File: src/rtl/power_emu_pkg.sv
// Shared types and constants for the power-emulator register bus master.
package power_emu_pkg;
  localparam int PE_ADDR_W      = 3;
  localparam int PE_DATA_W      = 32;
  localparam int PE_WR_MAX_ADDR = 3;
  localparam int PE_RD_MIN_ADDR = 5;

  typedef enum logic [2:0] {
    ST_IDLE, ST_WRITE, ST_READ, ST_WAIT, ST_RESP
  } pe_state_e;

  typedef struct packed {
    logic                 write;
    logic [PE_ADDR_W-1:0] addr;
    logic [PE_DATA_W-1:0] wdata;
  } pe_cmd_t;

  localparam int PE_CMD_W = $bits(pe_cmd_t);

  // The slave silently drops out-of-window accesses, so the master screens them.
  function automatic logic pe_cmd_legal(pe_cmd_t c, logic [PE_ADDR_W-1:0] wr_max,
                                        logic [PE_ADDR_W-1:0] rd_min);
    return c.write ? (c.addr <= wr_max) : (c.addr >= rd_min);
  endfunction
endpackage

File: src/rtl/power_emu_bus_master_if.sv
// Host command/response stream plus register bus, seen from the master side.
interface power_emu_bus_master_if;
  import power_emu_pkg::*;

  logic                 cmd_valid;
  logic                 cmd_ready;
  logic                 cmd_write;
  logic [PE_ADDR_W-1:0] cmd_addr;
  logic [PE_DATA_W-1:0] cmd_wdata;
  logic                 rsp_valid;
  logic                 rsp_ready;
  logic [PE_DATA_W-1:0] rsp_data;
  logic                 rsp_err;
  logic                 rsp_write;
  logic                 m_read;
  logic                 m_write;
  logic [PE_ADDR_W-1:0] m_addr;
  logic [PE_DATA_W-1:0] m_wdata;
  logic [PE_DATA_W-1:0] m_rdata;
  logic                 busy;

  modport master (
    input  cmd_valid, cmd_write, cmd_addr, cmd_wdata, rsp_ready, m_rdata,
    output cmd_ready, rsp_valid, rsp_data, rsp_err, rsp_write,
           m_read, m_write, m_addr, m_wdata, busy
  );

  modport slave (
    output cmd_valid, cmd_write, cmd_addr, cmd_wdata, rsp_ready, m_rdata,
    input  cmd_ready, rsp_valid, rsp_data, rsp_err, rsp_write,
           m_read, m_write, m_addr, m_wdata, busy
  );
endinterface

File: src/rtl/power_emu_cmd_fifo.sv
// Count-based synchronous command FIFO; head entry is visible combinationally.
module power_emu_cmd_fifo
  import power_emu_pkg::*;
#(
  parameter int DEPTH = 4
) (
  input  logic    clk,
  input  logic    reset,
  input  logic    push,
  input  pe_cmd_t din,
  input  logic    pop,
  output pe_cmd_t dout,
  output logic    full,
  output logic    empty
);
  localparam int AW = $clog2(DEPTH);

  pe_cmd_t       mem [DEPTH];
  logic [AW-1:0] wr_ptr, rd_ptr;
  logic [AW:0]   count;
  logic          do_push, do_pop;

  assign do_push = push & ~full;
  assign do_pop  = pop & ~empty;
  assign full    = (count == (AW+1)'(DEPTH));
  assign empty   = (count == '0);
  assign dout    = mem[rd_ptr];

  always_ff @(posedge clk or posedge reset) begin
    if (reset) begin
      wr_ptr <= '0;
      rd_ptr <= '0;
      count  <= '0;
    end else begin
      if (do_push) wr_ptr <= wr_ptr + 1'b1;
      if (do_pop)  rd_ptr <= rd_ptr + 1'b1;
      case ({do_push, do_pop})
        2'b10:   count <= count + 1'b1;
        2'b01:   count <= count - 1'b1;
        default: count <= count;
      endcase
    end
  end

  always_ff @(posedge clk) begin
    if (do_push) mem[wr_ptr] <= din;
  end
endmodule

File: src/rtl/power_emu_bus_master.sv
// Buffers host commands and runs each as one in-order register bus cycle.
module power_emu_bus_master
  import power_emu_pkg::*;
#(
  parameter int FIFO_DEPTH  = 4,
  parameter int RD_LATENCY  = 1,
  parameter int WR_MAX_ADDR = PE_WR_MAX_ADDR,
  parameter int RD_MIN_ADDR = PE_RD_MIN_ADDR
) (
  input  logic                   clk,
  input  logic                   reset,
  power_emu_bus_master_if.master bus
);
  localparam logic [PE_ADDR_W-1:0] WR_MAX = PE_ADDR_W'(WR_MAX_ADDR);
  localparam logic [PE_ADDR_W-1:0] RD_MIN = PE_ADDR_W'(RD_MIN_ADDR);

  pe_state_e            state, state_nxt;
  pe_cmd_t              head, fifo_din;
  logic                 fifo_full, fifo_empty, fifo_pop;
  logic                 head_legal;
  logic                 err_q, write_q;
  logic [2:0]           lat_cnt;
  logic [PE_ADDR_W-1:0] m_addr_q;
  logic [PE_DATA_W-1:0] m_wdata_q, rsp_data_q;

  assign fifo_din = '{write: bus.cmd_write, addr: bus.cmd_addr, wdata: bus.cmd_wdata};

  power_emu_cmd_fifo #(.DEPTH(FIFO_DEPTH)) u_fifo (
    .clk   (clk),
    .reset (reset),
    .push  (bus.cmd_valid),
    .din   (fifo_din),
    .pop   (fifo_pop),
    .dout  (head),
    .full  (fifo_full),
    .empty (fifo_empty)
  );

  assign head_legal = pe_cmd_legal(head, WR_MAX, RD_MIN);

  always_ff @(posedge clk or posedge reset) begin
    if (reset) state <= ST_IDLE;
    else       state <= state_nxt;
  end

  // Rejected commands borrow the WRITE slot with the strobe masked, so their
  // response appears on the same edge a write response would.
  always_comb begin
    state_nxt = state;
    case (state)
      ST_IDLE:  if (!fifo_empty) state_nxt = (head_legal && !head.write) ? ST_READ : ST_WRITE;
      ST_WRITE: state_nxt = ST_RESP;
      ST_READ:  state_nxt = ST_WAIT;
      ST_WAIT:  if (lat_cnt <= 3'd1) state_nxt = ST_RESP;
      ST_RESP:  if (bus.rsp_ready) state_nxt = ST_IDLE;
      default:  state_nxt = ST_IDLE;
    endcase
  end

  always_comb begin
    fifo_pop      = (state == ST_IDLE) && !fifo_empty;
    bus.m_write   = (state == ST_WRITE) && !err_q;
    bus.m_read    = (state == ST_READ);
    bus.rsp_valid = (state == ST_RESP);
    bus.busy      = !fifo_empty || (state != ST_IDLE);
    bus.cmd_ready = !fifo_full;
  end

  always_ff @(posedge clk or posedge reset) begin
    if (reset) begin
      err_q      <= 1'b0;
      write_q    <= 1'b0;
      lat_cnt    <= '0;
      m_addr_q   <= '0;
      m_wdata_q  <= '0;
      rsp_data_q <= '0;
    end else begin
      if (fifo_pop) begin
        err_q      <= !head_legal;
        write_q    <= head.write;
        rsp_data_q <= '0;
        // Bus address/data only move for commands that will strobe.
        if (head_legal) begin
          m_addr_q <= head.addr;
          if (head.write) m_wdata_q <= head.wdata;
        end
      end
      if (state == ST_READ) lat_cnt <= 3'(RD_LATENCY);
      if (state == ST_WAIT) begin
        lat_cnt <= lat_cnt - 1'b1;
        if (lat_cnt <= 3'd1) rsp_data_q <= bus.m_rdata;
      end
    end
  end

  assign bus.m_addr    = m_addr_q;
  assign bus.m_wdata   = m_wdata_q;
  assign bus.rsp_data  = rsp_data_q;
  assign bus.rsp_err   = err_q;
  assign bus.rsp_write = write_q;
endmodule

File: src/flat_wrapper.sv
// flat-port wrapper written by rule: the top's interface ports become plain ports
module power_emu_bus_master_flat import power_emu_pkg::*;
#(
  parameter int FIFO_DEPTH  = 4,
  parameter int RD_LATENCY  = 1,
  parameter int WR_MAX_ADDR = PE_WR_MAX_ADDR,
  parameter int RD_MIN_ADDR = PE_RD_MIN_ADDR
)
  (clk, reset, bus_cmd_valid, bus_cmd_write, bus_cmd_addr, bus_cmd_wdata, bus_rsp_ready, bus_m_rdata, bus_cmd_ready, bus_rsp_valid, bus_rsp_data, bus_rsp_err, bus_rsp_write, bus_m_read, bus_m_write, bus_m_addr, bus_m_wdata, bus_busy);
  power_emu_bus_master_if bus_i ();
  input  logic clk;
  input  logic reset;
  input wire logic [$bits(bus_i.cmd_valid)-1:0] bus_cmd_valid;
  input wire logic [$bits(bus_i.cmd_write)-1:0] bus_cmd_write;
  input wire logic [$bits(bus_i.cmd_addr)-1:0] bus_cmd_addr;
  input wire logic [$bits(bus_i.cmd_wdata)-1:0] bus_cmd_wdata;
  input wire logic [$bits(bus_i.rsp_ready)-1:0] bus_rsp_ready;
  input wire logic [$bits(bus_i.m_rdata)-1:0] bus_m_rdata;
  output wire logic [$bits(bus_i.cmd_ready)-1:0] bus_cmd_ready;
  output wire logic [$bits(bus_i.rsp_valid)-1:0] bus_rsp_valid;
  output wire logic [$bits(bus_i.rsp_data)-1:0] bus_rsp_data;
  output wire logic [$bits(bus_i.rsp_err)-1:0] bus_rsp_err;
  output wire logic [$bits(bus_i.rsp_write)-1:0] bus_rsp_write;
  output wire logic [$bits(bus_i.m_read)-1:0] bus_m_read;
  output wire logic [$bits(bus_i.m_write)-1:0] bus_m_write;
  output wire logic [$bits(bus_i.m_addr)-1:0] bus_m_addr;
  output wire logic [$bits(bus_i.m_wdata)-1:0] bus_m_wdata;
  output wire logic [$bits(bus_i.busy)-1:0] bus_busy;
  assign bus_i.cmd_valid = bus_cmd_valid;
  assign bus_i.cmd_write = bus_cmd_write;
  assign bus_i.cmd_addr = bus_cmd_addr;
  assign bus_i.cmd_wdata = bus_cmd_wdata;
  assign bus_i.rsp_ready = bus_rsp_ready;
  assign bus_i.m_rdata = bus_m_rdata;
  assign bus_cmd_ready = bus_i.cmd_ready;
  assign bus_rsp_valid = bus_i.rsp_valid;
  assign bus_rsp_data = bus_i.rsp_data;
  assign bus_rsp_err = bus_i.rsp_err;
  assign bus_rsp_write = bus_i.rsp_write;
  assign bus_m_read = bus_i.m_read;
  assign bus_m_write = bus_i.m_write;
  assign bus_m_addr = bus_i.m_addr;
  assign bus_m_wdata = bus_i.m_wdata;
  assign bus_busy = bus_i.busy;
  power_emu_bus_master #(.FIFO_DEPTH(FIFO_DEPTH), .RD_LATENCY(RD_LATENCY), .WR_MAX_ADDR(WR_MAX_ADDR), .RD_MIN_ADDR(RD_MIN_ADDR)) u_core (.clk(clk), .reset(reset), .bus(bus_i));
endmodule
File: config.mk
export PLATFORM = sky130hd
export DESIGN_NAME = power_emu_bus_master_flat
export DESIGN_NICKNAME = d
export VERILOG_FILES = /design/src/rtl/power_emu_pkg.sv /design/src/rtl/power_emu_bus_master_if.sv /design/src/rtl/power_emu_cmd_fifo.sv /design/src/rtl/power_emu_bus_master.sv /design/src/flat_wrapper.sv
export SDC_FILE = /design/constraint.sdc
export NUM_CORES = 1
export LEC_CHECK = 0
export CAP_MARGIN = 25
export CORE_UTILIZATION = 57
export DETAILED_ROUTE_END_ITERATION = 8
export PLACE_DENSITY = 0.85
export SLEW_MARGIN = 20
export SYNTH_ARGS = -nofsm -noshare
export SYNTH_HDL_FRONTEND = slang
export SYNTH_SLANG_ARGS = --single-unit
File: constraint.sdc
create_clock -name clk -period 4.59 [get_ports clk]
set_input_delay 0.918 -clock clk [delete_from_list [all_inputs] [get_ports clk]]
set_output_delay 0.918 -clock clk [all_outputs]
set_load 0.01 [all_outputs]
[Word-level counts from Yosys, hierarchy flattened]
Memory sizes are Yosys's and may differ from the RTL's.
Index checks and enable logic that the tools add are counted.
Operators by class
  add/subtract/negate cells: 5
  magnitude comparators: 3
  eq/ne operators: 10
  mux-type cells: 14
  bitwise gates (word level): 4
  reduce and logical (&&, ||, !) cells: 17
Operators with widths (count)
  32-bit two-way mux: 3
  3-bit two-way mux: 5
  3-bit one-hot mux with 5 select lines: 1
  3-bit by 2-bit equality test with 1-bit output (second input constant): 2
  3-bit equality test (second input constant): 2
  3-bit logical NOT: 2
  3-bit one-hot mux with 2 select lines: 1
  3-bit AND reduction: 2
  3-bit by 1-bit subtractor with 3-bit output (second input constant): 2
  1-bit logical NOT: 5
  2-bit by 1-bit adder with 2-bit output (second input constant): 2
  2-bit != test (second input constant): 2
  2-bit nonzero test: 2
  3-bit by 1-bit adder with 3-bit output (second input constant): 1
  3-bit by 1-bit equality test with 1-bit output (second input constant): 1
  3-bit >= comparator (second input constant): 1
  3-bit by 1-bit <= comparator with 1-bit output (second input constant): 1
  3-bit by 2-bit <= comparator with 1-bit output (second input constant): 1
  1-bit logical AND: 3
  1-bit two-way mux: 3
  3-bit nonzero test: 1
  1-bit bitwise AND: 2
  2-bit by 1-bit equality test with 1-bit output (second input constant): 1
  2-bit equality test (second input constant): 1
  other kinds (5): 6
Storage, ports and cells
  bits in registers: 82
  RAM bits: 144
  input bits: 72
  output and inout bits: 74
  logic and storage cells: 64
  memories: 1
Memories
  u_core.u_fifo.mem: depth 4, bits a word 36, rd ports 1, clocked after Yosys merged registers in 0, wr ports 1, line power_emu_cmd_fifo.sv:18  | pe_cmd_t mem [DEPTH];

[Logic depth before layout (Yosys ltp)]
Gate-level depths: netlist of the first run.
An unclocked memory read counts as a cell.
  depth after elaboration: 7
  mapped depth: 10
  depth with buffers taken out: 10

[Modules after synthesis]
From an unflattened synthesis of the first run, not the netlist that was laid out.
Second synthesis, totals
  cells, all modules: 490
  area total of the unflattened synthesis: 8677.1 um^2
By module, submodules not included
  power_emu_cmd_fifo: times used 1, cells an instance 226, area each 5639.2 um^2, sequential area each 4499.3 um^2
  power_emu_bus_master: times used 1, cells an instance 264, area each 3037.9 um^2, sequential area each 1876.8 um^2

[Least setup slack after synthesis of the first run]
Ideal clock, no wire load.
  kind: input-to-reg
  start point: in bus_cmd_valid
  end point: mem u_core.u_fifo.mem[3][0] (netlist bit) (enable)
  setup time: 0.397 ns
  data arrival time: 1.842 ns
  required time: 4.193 ns
  path slack: 2.352 ns
  cell stages on the path: 1
  path buffers: 0
  cells stage by stage: and3_1
Between the ends
  word-level cells in the longest chain between the ends: 3
Ends and longest elaborated chain
  start: declaration: line flat_wrapper.sv:13  | input wire logic [$bits(bus_i.cmd_valid)-1:0] bus_cmd_valid;
  1-bit bitwise AND: line power_emu_cmd_fifo.sv:23  | assign do_push = push & ~full;
  1-bit two-way mux: line power_emu_cmd_fifo.sv:46  | if (do_push) mem[wr_ptr] <= din;
  1-bit two-way mux (not written as such): line power_emu_cmd_fifo.sv:46
  end: declaration: line power_emu_cmd_fifo.sv:18
No other way between the ends.

[Worst setup path after layout of the first run]
  start point: reg u_core.state[2]
  end point: out bus_m_write
Between the ends
  word-level cells in the longest chain between the ends: 2
Ends and longest elaborated chain
  start: declaration: line power_emu_bus_master.sv:17  | pe_state_e state, state_nxt;
  start signal: assignment: line power_emu_bus_master.sv:43  | else state <= state_nxt;
  3-bit by 1-bit equality test with 1-bit output: line power_emu_bus_master.sv:62  | bus.m_write = (state == ST_WRITE) && !err_q;
  1-bit logical AND: line power_emu_bus_master.sv:62
  end: declaration: line flat_wrapper.sv:25  | output wire logic [$bits(bus_i.m_write)-1:0] bus_m_write;
No other way between the ends.

==> results of run 1 <==
[worst min-delay path: cells and delay by family, from the launching register on]
family	cells	cell delay, ns
flip-flops	1	0.34
AND/OR/NAND/NOR	2	0.12
[worst min-delay path by stage]
stage	end	slack [ns]
final	u_core.bus.rsp_write$_DFFE_PP0P_	0.49
after global placement	u_core.bus.rsp_write$_DFFE_PP0P_	0.47
after detailed placement	u_core.bus.rsp_write$_DFFE_PP0P_	0.48
after floorplan	u_core.u_fifo.count[2]$_DFFE_PP0P_	0.46
after CTS	u_core.bus.rsp_write$_DFFE_PP0P_	0.49
after global routing	u_core.bus.m_wdata[5]$_DFFE_PP0P_	0.52
[cells by family after synthesis]
group	Yosys count
flip-flops	226
AND/OR/NAND/NOR	103
multiplexers	72
AO/OA/AOI/OAI	53
buffers and inverters	32
adder cells (fa/ha/maj)	8
XOR/XNOR	6
[through the flow]
step / util / setup slack [ns] / hold slack (ns) / area [um^2] / instances
6_report: 0.750 / 1.73 / 0.489 / 11100 / 855
4_1_cts: 0.750 / 1.73 / 0.492 / 11100 / 854
3_3_place_gp: 0.704 / 1.73 / 0.465 / 10400 / 813
5_1_grt: 0.750 / 1.64 / 0.522 / 11100 / 854
3_5_place_dp: 0.705 / 1.79 / 0.478 / 10400 / 813
2_1_floorplan: - / 1.56 / 0.464 / 8770 / 500
[where the power goes]
group | total (mW) | leakage (nW) | internal [mW] | switching [mW]
clock network | 1.67 | 0.334 | 0.955 | 0.716
logic | 2.34 | 1.47 | 1.28 | 1.07
registers | 3.06 | 2.36 | 2.74 | 0.313
total | 7.07 | 4.16 | 4.97 | 2.10
[routing by layer]
metal,up-vias,routed length [um],track usage,part of all wire
met5,-,0,0,0
met4,0,397,0.0787,0.023
met3,31,1200,0.0497,0.070
met2,198,8560,0.384,0.50
met1,2371,7100,0.287,0.41
li1,2177,-,-,-
[synthesized netlist by cell type, drive strengths merged, types with 6 or more instances]
cell type  number
dfrtp          82
ha              7
clkbuf         11
o21ai          40
edfxtp        144
nand2          77
mux2           34
inv            11
nor2            6
buf            10
mux4           36
[registers in the layout, indices dropped and copies added, names as in the netlist]
name                  count
u_core.u_fifo.wr_ptr      2
u_core.bus.rsp_err        1
u_core.bus.m_wdata       32
u_core.bus.m_addr         3
u_core.state              3
u_core.lat_cnt            3
u_core.u_fifo.count       3
u_core.u_fifo.mem       144
u_core.bus.rsp_data      32
u_core.u_fifo.rd_ptr      2
u_core.bus.rsp_write      1
[placed cells by master (no fill, tap or decap), drive strengths merged, types with 3 or more instances in the layout]
cell,Yosys,layout
o21ai,40,40
clkinv,0,8
mux2,34,34
edfxtp,144,144
mux4,36,36
nand2,77,77
inv,11,11
and3,4,4
nor2,6,6
ha,7,7
nand3,3,3
xnor2,4,4
dfrtp,82,82
nand2b,3,3
nor3,4,4
o211ai,4,4
clkdlybuf4s50,0,145
buf,10,5
clkbuf,11,33
[area by class of cell]
class | instances | area (um^2)
Clock buffer | 33 | 633
Antenna cell | 1 | 2.50
Timing Repair Buffer | 150 | 1490
Fill cell | 844 | 3680
Sequential cell | 226 | 6380
Tap cell | 184 | 230
Clock inverter | 8 | 37.5
Multi-Input combinational cell | 242 | 2250
Inverter | 11 | 43.8
==> results.txt, run 1 <==
The slowest stage of the critical path belongs to the cell sky130_fd_sc_hd__clkdlybuf4s50_1. For the length of the first detailed-routing pass in iterations, the log shows 4. The tools report the overall power consumption as 7.07 mW. The number of distinct library cells after synthesis is 38, and the fraction of synthesized cell area in xor and xnor cells is 0.00599.

The synthesized design contains 226 register bits. Walking the worst path, the cells encountered are nand2b_1 > nor3_1 > clkdlybuf4s50_1. Dividing the detail-routed wire length by the instance count gives 20.2 um. The logic depth of the worst path, buffers included was 3. The run gives 0.00877 mm^2 as the post-synthesis instance area. The tools report the origin of the worst min-delay path as u_core.bus.rsp_write$_DFFE_PP0P_. The final cycle utilization of the critical path was 0.623. For the worst setup path, the data required time is 3.67 ns. The worst hold path class was reg -> reg. The area share of fa/ha/maj cells after synthesis is 0.0123, and the count of endpoints failing setup in the final report is 0.

The number of gates resized after CTS was 0. The run gives 1.94 ns as the data arrival time of the worst path. The area fraction in and, or, nand and nor cells after synthesis came out at 0.0508. The logs give 1 for the number of antenna violations at the first check in global routing and 4,777 for the overall via count from detail_route. Broken down by cell family, the worst path's largest delay share belongs to buffers and inverters.

Die outline width: 126 um. The tools report the overall global routing resource usage as 0.225. Yosys attributes the largest share of cell area to sky130_fd_sc_hd__edfxtp_1 (49%), sky130_fd_sc_hd__dfrtp_1 (23%), sky130_fd_sc_hd__mux4_2 (9.2%). The number of max-slew violations in the final report is 0.

In the final design database the tool counted 734 nets. For the wire length after detailed routing, the log shows 17,300 um. The worst-case IR drop observed on VDD is 513 uV. The first global-routing pass estimated 27,000 um of wire. Total count of hold-check failures in the final report: 0. The post-detailed-route count of antenna-violating nets is 0, and the number of cells on the worst hold path is 2. Setup repair after global routing left no endpoint under its margin. The remaining max-slew budget at the tightest pin is 0.337, and the time the worst path needs with I/O delays and setup is 2.86 ns. Clock insertion delay at the later pin of the skew report: 0.50 ns. Element type at the critical path start: a flop. Across all register-to-register paths, the minimum setup slack is 1.98 ns. For this run, the leading register cell type out of synthesis is sky130_fd_sc_hd__edfxtp_1. Dividing the detail-routed via count by the number of cells gives 5.59. The run gives 0 as the number of max-capacitance violations reported. TritonCTS built the clock tree. The tree built by TritonCTS fans out to 226 sinks. Setup TNS: 0 ns. The share of the synthesized area in compound gates (AO/OA/AOI/OAI) was 0.0351. Counting along the longest clock path gives a buffer depth of 3. The start point of the critical path was u_core.state[2]$_DFFE_PP0P_.

The area of the die came out at 0.0159 mm^2. The number of design rule violations left after detail routing is 0, and the fraction of synthesis flops using an asynchronous set or reset pin is 0.363. Summed over all cells, the static leakage comes to 4.16 nW. The critical path endpoint category is a primary output. The area of the placeable core was 0.0148 mm^2. The worst register-to-register path begins at u_core.u_fifo.count[1]$_DFFE_PP0P_. The number of H-tree levels was 1. For the pin with the worst max-slew slack, the measured transition is 0.994 ns. Summed over all layers, the global routing overflow is 0. From bottom edge to top edge, the die measures 126 um. The largest family of logic cells by synthesized area was multiplexers. In this run the clock root is driven by a sky130_fd_sc_hd__clkbuf_16.

Row generation in the floorplan step produced 44 rows. The run gives 0.806 as the global placement routability congestion. Timing would allow up to 350 MHz.

During synthesis, Yosys emitted a total of 0 warnings. The number of nets in the synthesized netlist is 580. The synthesized design spends more area on one cell type than any other, namely sky130_fd_sc_hd__edfxtp_1. Synthesis handed over a netlist of 500 instances.

During placement, the flow inserted port buffers numbering 145. Dividing total power by cell area gives a power density of 639 mW/mm^2. The run gives 10,600 um as the sum of net half-perimeters after detailed placement. The critical path ends at bus_m_write. Entering global routing, the biggest net connects 65 pins.

Maximum fanout along the worst path: 6. The initial standard-cell utilization of the core was 0.594; the share of Yosys cell area claimed by the top area cell type was 0.493. The portion of netlist area occupied by mux cells came out at 0.151.

The critical path in this run is classified as reg -> out. The buffers plus inverters on the worst setup path was 1. Reg-to-reg endpoint: u_core.bus.m_wdata[2]$_DFFE_PP0P_. The number of cell instances on the worst register-to-register path was 6. The via count of the first global-routing pass is 5,079.

Once the clock tree was built, the setup fixing pass inserted 0 buffers. The run finished with clean final reports. The fraction of layout instances using a drive strength above 1 works out to 0.176. The post-synthesis sequential area ratio is 0.727, and the clock-pin slew on the worst setup and hold paths is 0.06 ns.

The final worst clock skew is 0.00910 ns, and the stage delay of the slowest cell on the critical path is 0.58 ns. The number of top-level pins was 146; the quantity of hold-fixing buffers added after cts was 0. The first routing iteration left 256 violations. Relative area change from synthesis to final layout: 26.2%. Each instance of the synthesized netlist takes up on average 17.5 um^2. The tools report the total CTS buffers as 23. Yosys mapped a number of flops with a built-in enable equal to 144.
Power figures use the tool's default switching activity.
==> run 2: changes to the inputs <==
- CORE_UTILIZATION: 57 -> 53
- PLACE_DENSITY: 0.85 -> 0.8
- clock period: 4.59 -> 2.88 ns (I/O delays scaled with it)
==> run 2 against run 1 <==
  * Utilization shrank 4.1 points
  * Sequential share of layout area down 1.4 points
  * Count of clock-buffer cells in the layout decreased by 4
  * Flip-flop and latch count unchanged
  * Wire length fell by 0.83%
  * Worst setup slack got worse by 1.3 ns
  * Global-route usage decreased by 1.8 points
  * Final cell count grew 4.6%
  * Critical endpoint unchanged
  * Largest power group unchanged
==> results.txt, run 2 (synthesis results as in run 1) <==
TritonCTS built the clock tree. The tools report the count of buffers added by post-CTS timing repair for setup as 0 (unchanged). Fraction of layout instances using a drive strength above 1: 0.193 (+0.0171). The post-detailed-route count of antenna-violating nets was 0 (unchanged). The wire length after detailed routing is 17,100 um (-0.83%). Number of antenna violations at the first check in global routing: 0 (-1). The run gives 226 (unchanged) as the number of clock sinks. The post-layout instance area is 0.0114 mm^2 (+2.5%). The run gives 0.709 (-0.0408) as the fraction of the core area covered by cells at the end of the flow.

Global placement routability congestion: 0.770 (-4.4%). The tools report the final critical-path setup slack as 0.400 ns (-1.33 ns). The buffers plus inverters on the worst setup path is 1 (unchanged), and the vertical die dimension is 131 um (+3.6%).

The worst setup path is launched from a flop. For this design, the slowest cell found on the critical path is sky130_fd_sc_hd__clkdlybuf4s50_1. The total count of hold-check failures in the final report was 0 (unchanged). The critical setup path kind was reg -> out. On the critical path the largest part of the delay comes from buffers and inverters. The top cell types in the final layout, fill and taps aside, are sky130_fd_sc_hd__clkdlybuf4s50_1 (145), sky130_fd_sc_hd__edfxtp_1 (144), sky130_fd_sc_hd__dfrtp_1 (80). The run gives 1.90 ns (-0.04 ns) as the data arrival time of the worst path.

The run gives 173 (-32%) as the iteration-0 DRC count of the detailed router. The tools report the overall global routing resource usage as 0.207 (-0.0180). Most frequent standard cell in the layout excluding fill and tap cells: sky130_fd_sc_hd__clkdlybuf4s50_1.

The post-place setup slack is 0.368 ns (-1.42 ns), and the setup TNS is 0 ns (unchanged). The wire length of the first global-routing pass was 26,300 um (-2.6%). The run gives 0.548 (-0.0463) as the initial standard-cell utilization of the core. STA classifies the critical path endpoint as a primary output. The final cycle utilization of the critical path was 0.861. u_core.u_fifo.mem holds more flip-flops than any other register.

The flow ran to the end, and the final reports show no timing, DRC or antenna violations. The detail-routed net length per standard cell is 19.1 um (-5.2%), and the area of the placeable core is 0.0160 mm^2 (+8.4%). The global-route congestion overflow total was 0 (unchanged). The tools report the post-detailed-placement cell area as 0.0106 mm^2 (+1.6%). The number of vias per cell after detailed routing is 5.38 (-3.7%). The power per cell area was 1030 mW/mm^2 (+62%). The number of max-slew violations in the final report was 0 (unchanged); the remaining max-slew budget at the tightest pin was 0.649 (+0.312). The flip-flop count of the largest register, all copies and words added works out to 144 (unchanged). The signal on the critical path passes through nand2b_1 > nor3_1 > clkdlybuf4s50_1. The count of endpoints failing setup in the final report was 0 (unchanged); the number of top-level pins was 146 (unchanged). Worst-margin pin slew: 0.526 ns (-0.467 ns). The stage delay of the slowest cell on the critical path was 0.58 ns (about the same). The clock period could shrink to 2.48 ns. The die outline width was 131 um (+3.6%). Setup repair after global routing left no endpoint under its margin. The tools report the required time of the critical path as 2.30 ns (-1.37 ns). The clock-pin slew on the worst setup and hold paths was 0.06 ns (about the same). The logs give 3 (unchanged) for the maximum root-to-sink buffer count and 11.7 mW (+66%) for the overall power consumption.

The root buffer cell chosen for the clock tree is sky130_fd_sc_hd__clkbuf_16. The number of port buffers was 145 (unchanged); the number of antenna diodes was 0 (-1). The logs give 10,900 um (+3.1%) for the sum of net half-perimeters after detailed placement and 403 MHz for the maximum clock frequency. Clock insertion delay at the later pin of the skew report: 0.50 ns (about the same).

The total number of nets in the final design came out at 742 (+1.1%). The length of the first detailed-routing pass in iterations came out at 4 (unchanged). The min-delay analysis places its worst path in the category in -> async. The logs give 4.27 nW (+2.5%) for the static power due to leakage and 0.0171 mm^2 (+7.4%) for the area of the die. The logs give 0 (unchanged) for the number of design rule violations left after detail routing and 4,812 (+0.73%) for the overall via count from detail_route. The tools report the quantity of hold-fixing buffers added after cts as 0 (unchanged). The run gives 0 (unchanged) as the number of max-capacitance violations reported. The number of H-tree levels was 1 (unchanged).

The total CTS buffers is 23 (unchanged). The relative area change from synthesis to final layout was 29.4%; the highest ir drop seen on vdd was 721 uV (+41%). The logs give 65 (unchanged) for the maximum number of pins on one net before global-route repair and 0 (unchanged) for the number of gates given a new drive strength after cts. The maximum fanout along the worst path is 6 (unchanged).

The logs give 46 (+4.5%) for the count of standard-cell rows and 0.0218 ns (+0.0127 ns) for the final worst clock skew. The run gives 5,043 (-0.71%) as the via count of the first global-routing pass.
[run 2: per-stage QoR]
stage	cells	hold slack (ns)
6_report	894	0.435
5_1_grt	894	0.453
4_1_cts	894	0.435
3_5_place_dp	853	0.469
3_3_place_gp	853	0.468
2_1_floorplan	500	0.464
[run 2: routing by layer]
| metal | vias to the layer above | GRT usage | routed length [um] |
|---|---|---|---|
| li1 | 2205 | - | - |
| met1 | 2403 | 0.254 | 6750 |
| met2 | 184 | 0.378 | 8840 |
| met3 | 20 | 0.0448 | 1300 |
| met4 | 0 | 0.0426 | 231 |
| met5 | - | 0 | 0 |
[run 2: worst register-to-register path: stages (launching register included)]
cell	delay [ns]
sky130_fd_sc_hd__dfrtp_1	0.45
sky130_fd_sc_hd__nor3_1	0.30
sky130_fd_sc_hd__nand2b_1	0.11
sky130_fd_sc_hd__inv_1	0.19
sky130_fd_sc_hd__ha_1	0.22
sky130_fd_sc_hd__inv_1	0.07
sky130_fd_sc_hd__fa_1	0.44
sky130_fd_sc_hd__xor2_1	0.15
sky130_fd_sc_hd__nor2_1	0.11
sky130_fd_sc_hd__xor2_1	0.17
[run 2: final cells by class]
class,instances,area [um^2]
sequential,226,6380
fill,1002,4650
multi-input combinational,242,2250
timing repair buffer,158,1620
clock buffer,29,608
tap,216,270
clock inverter,12,178
inverter,11,42.5
[run 2: worst paths after layout]
kind,startpoint,end,slack [ns],cells past startpoint
worst max-delay path,u_core.state[2]$_DFFE_PP0P_,bus_m_write,0.40,3
worst min-delay path,reset,u_core.bus.m_wdata[15]$_DFFE_PP0P_,0.43,3
worst max register to register,u_core.state[1]$_DFFE_PP0P_,u_core.u_fifo.count[2]$_DFFE_PP0P_,0.60,9
worst min register to register,u_core.bus.m_addr[2]$_DFFE_PP0P_,u_core.bus.m_addr[2]$_DFFE_PP0P_,0.48,1
max in group asynchronous,reset,u_core.lat_cnt[2]$_DFFE_PP0P_,1.94,3
min in group clk,u_core.bus.m_addr[2]$_DFFE_PP0P_,u_core.bus.m_addr[2]$_DFFE_PP0P_,0.48,1
[run 2: power by group]
group	total [mW]	switching, mW	leakage [nW]	internal (mW)
sequential	4.77	0.415	2.36	4.36
clock	3.05	1.18	0.382	1.87
combinational	3.89	1.77	1.52	2.12
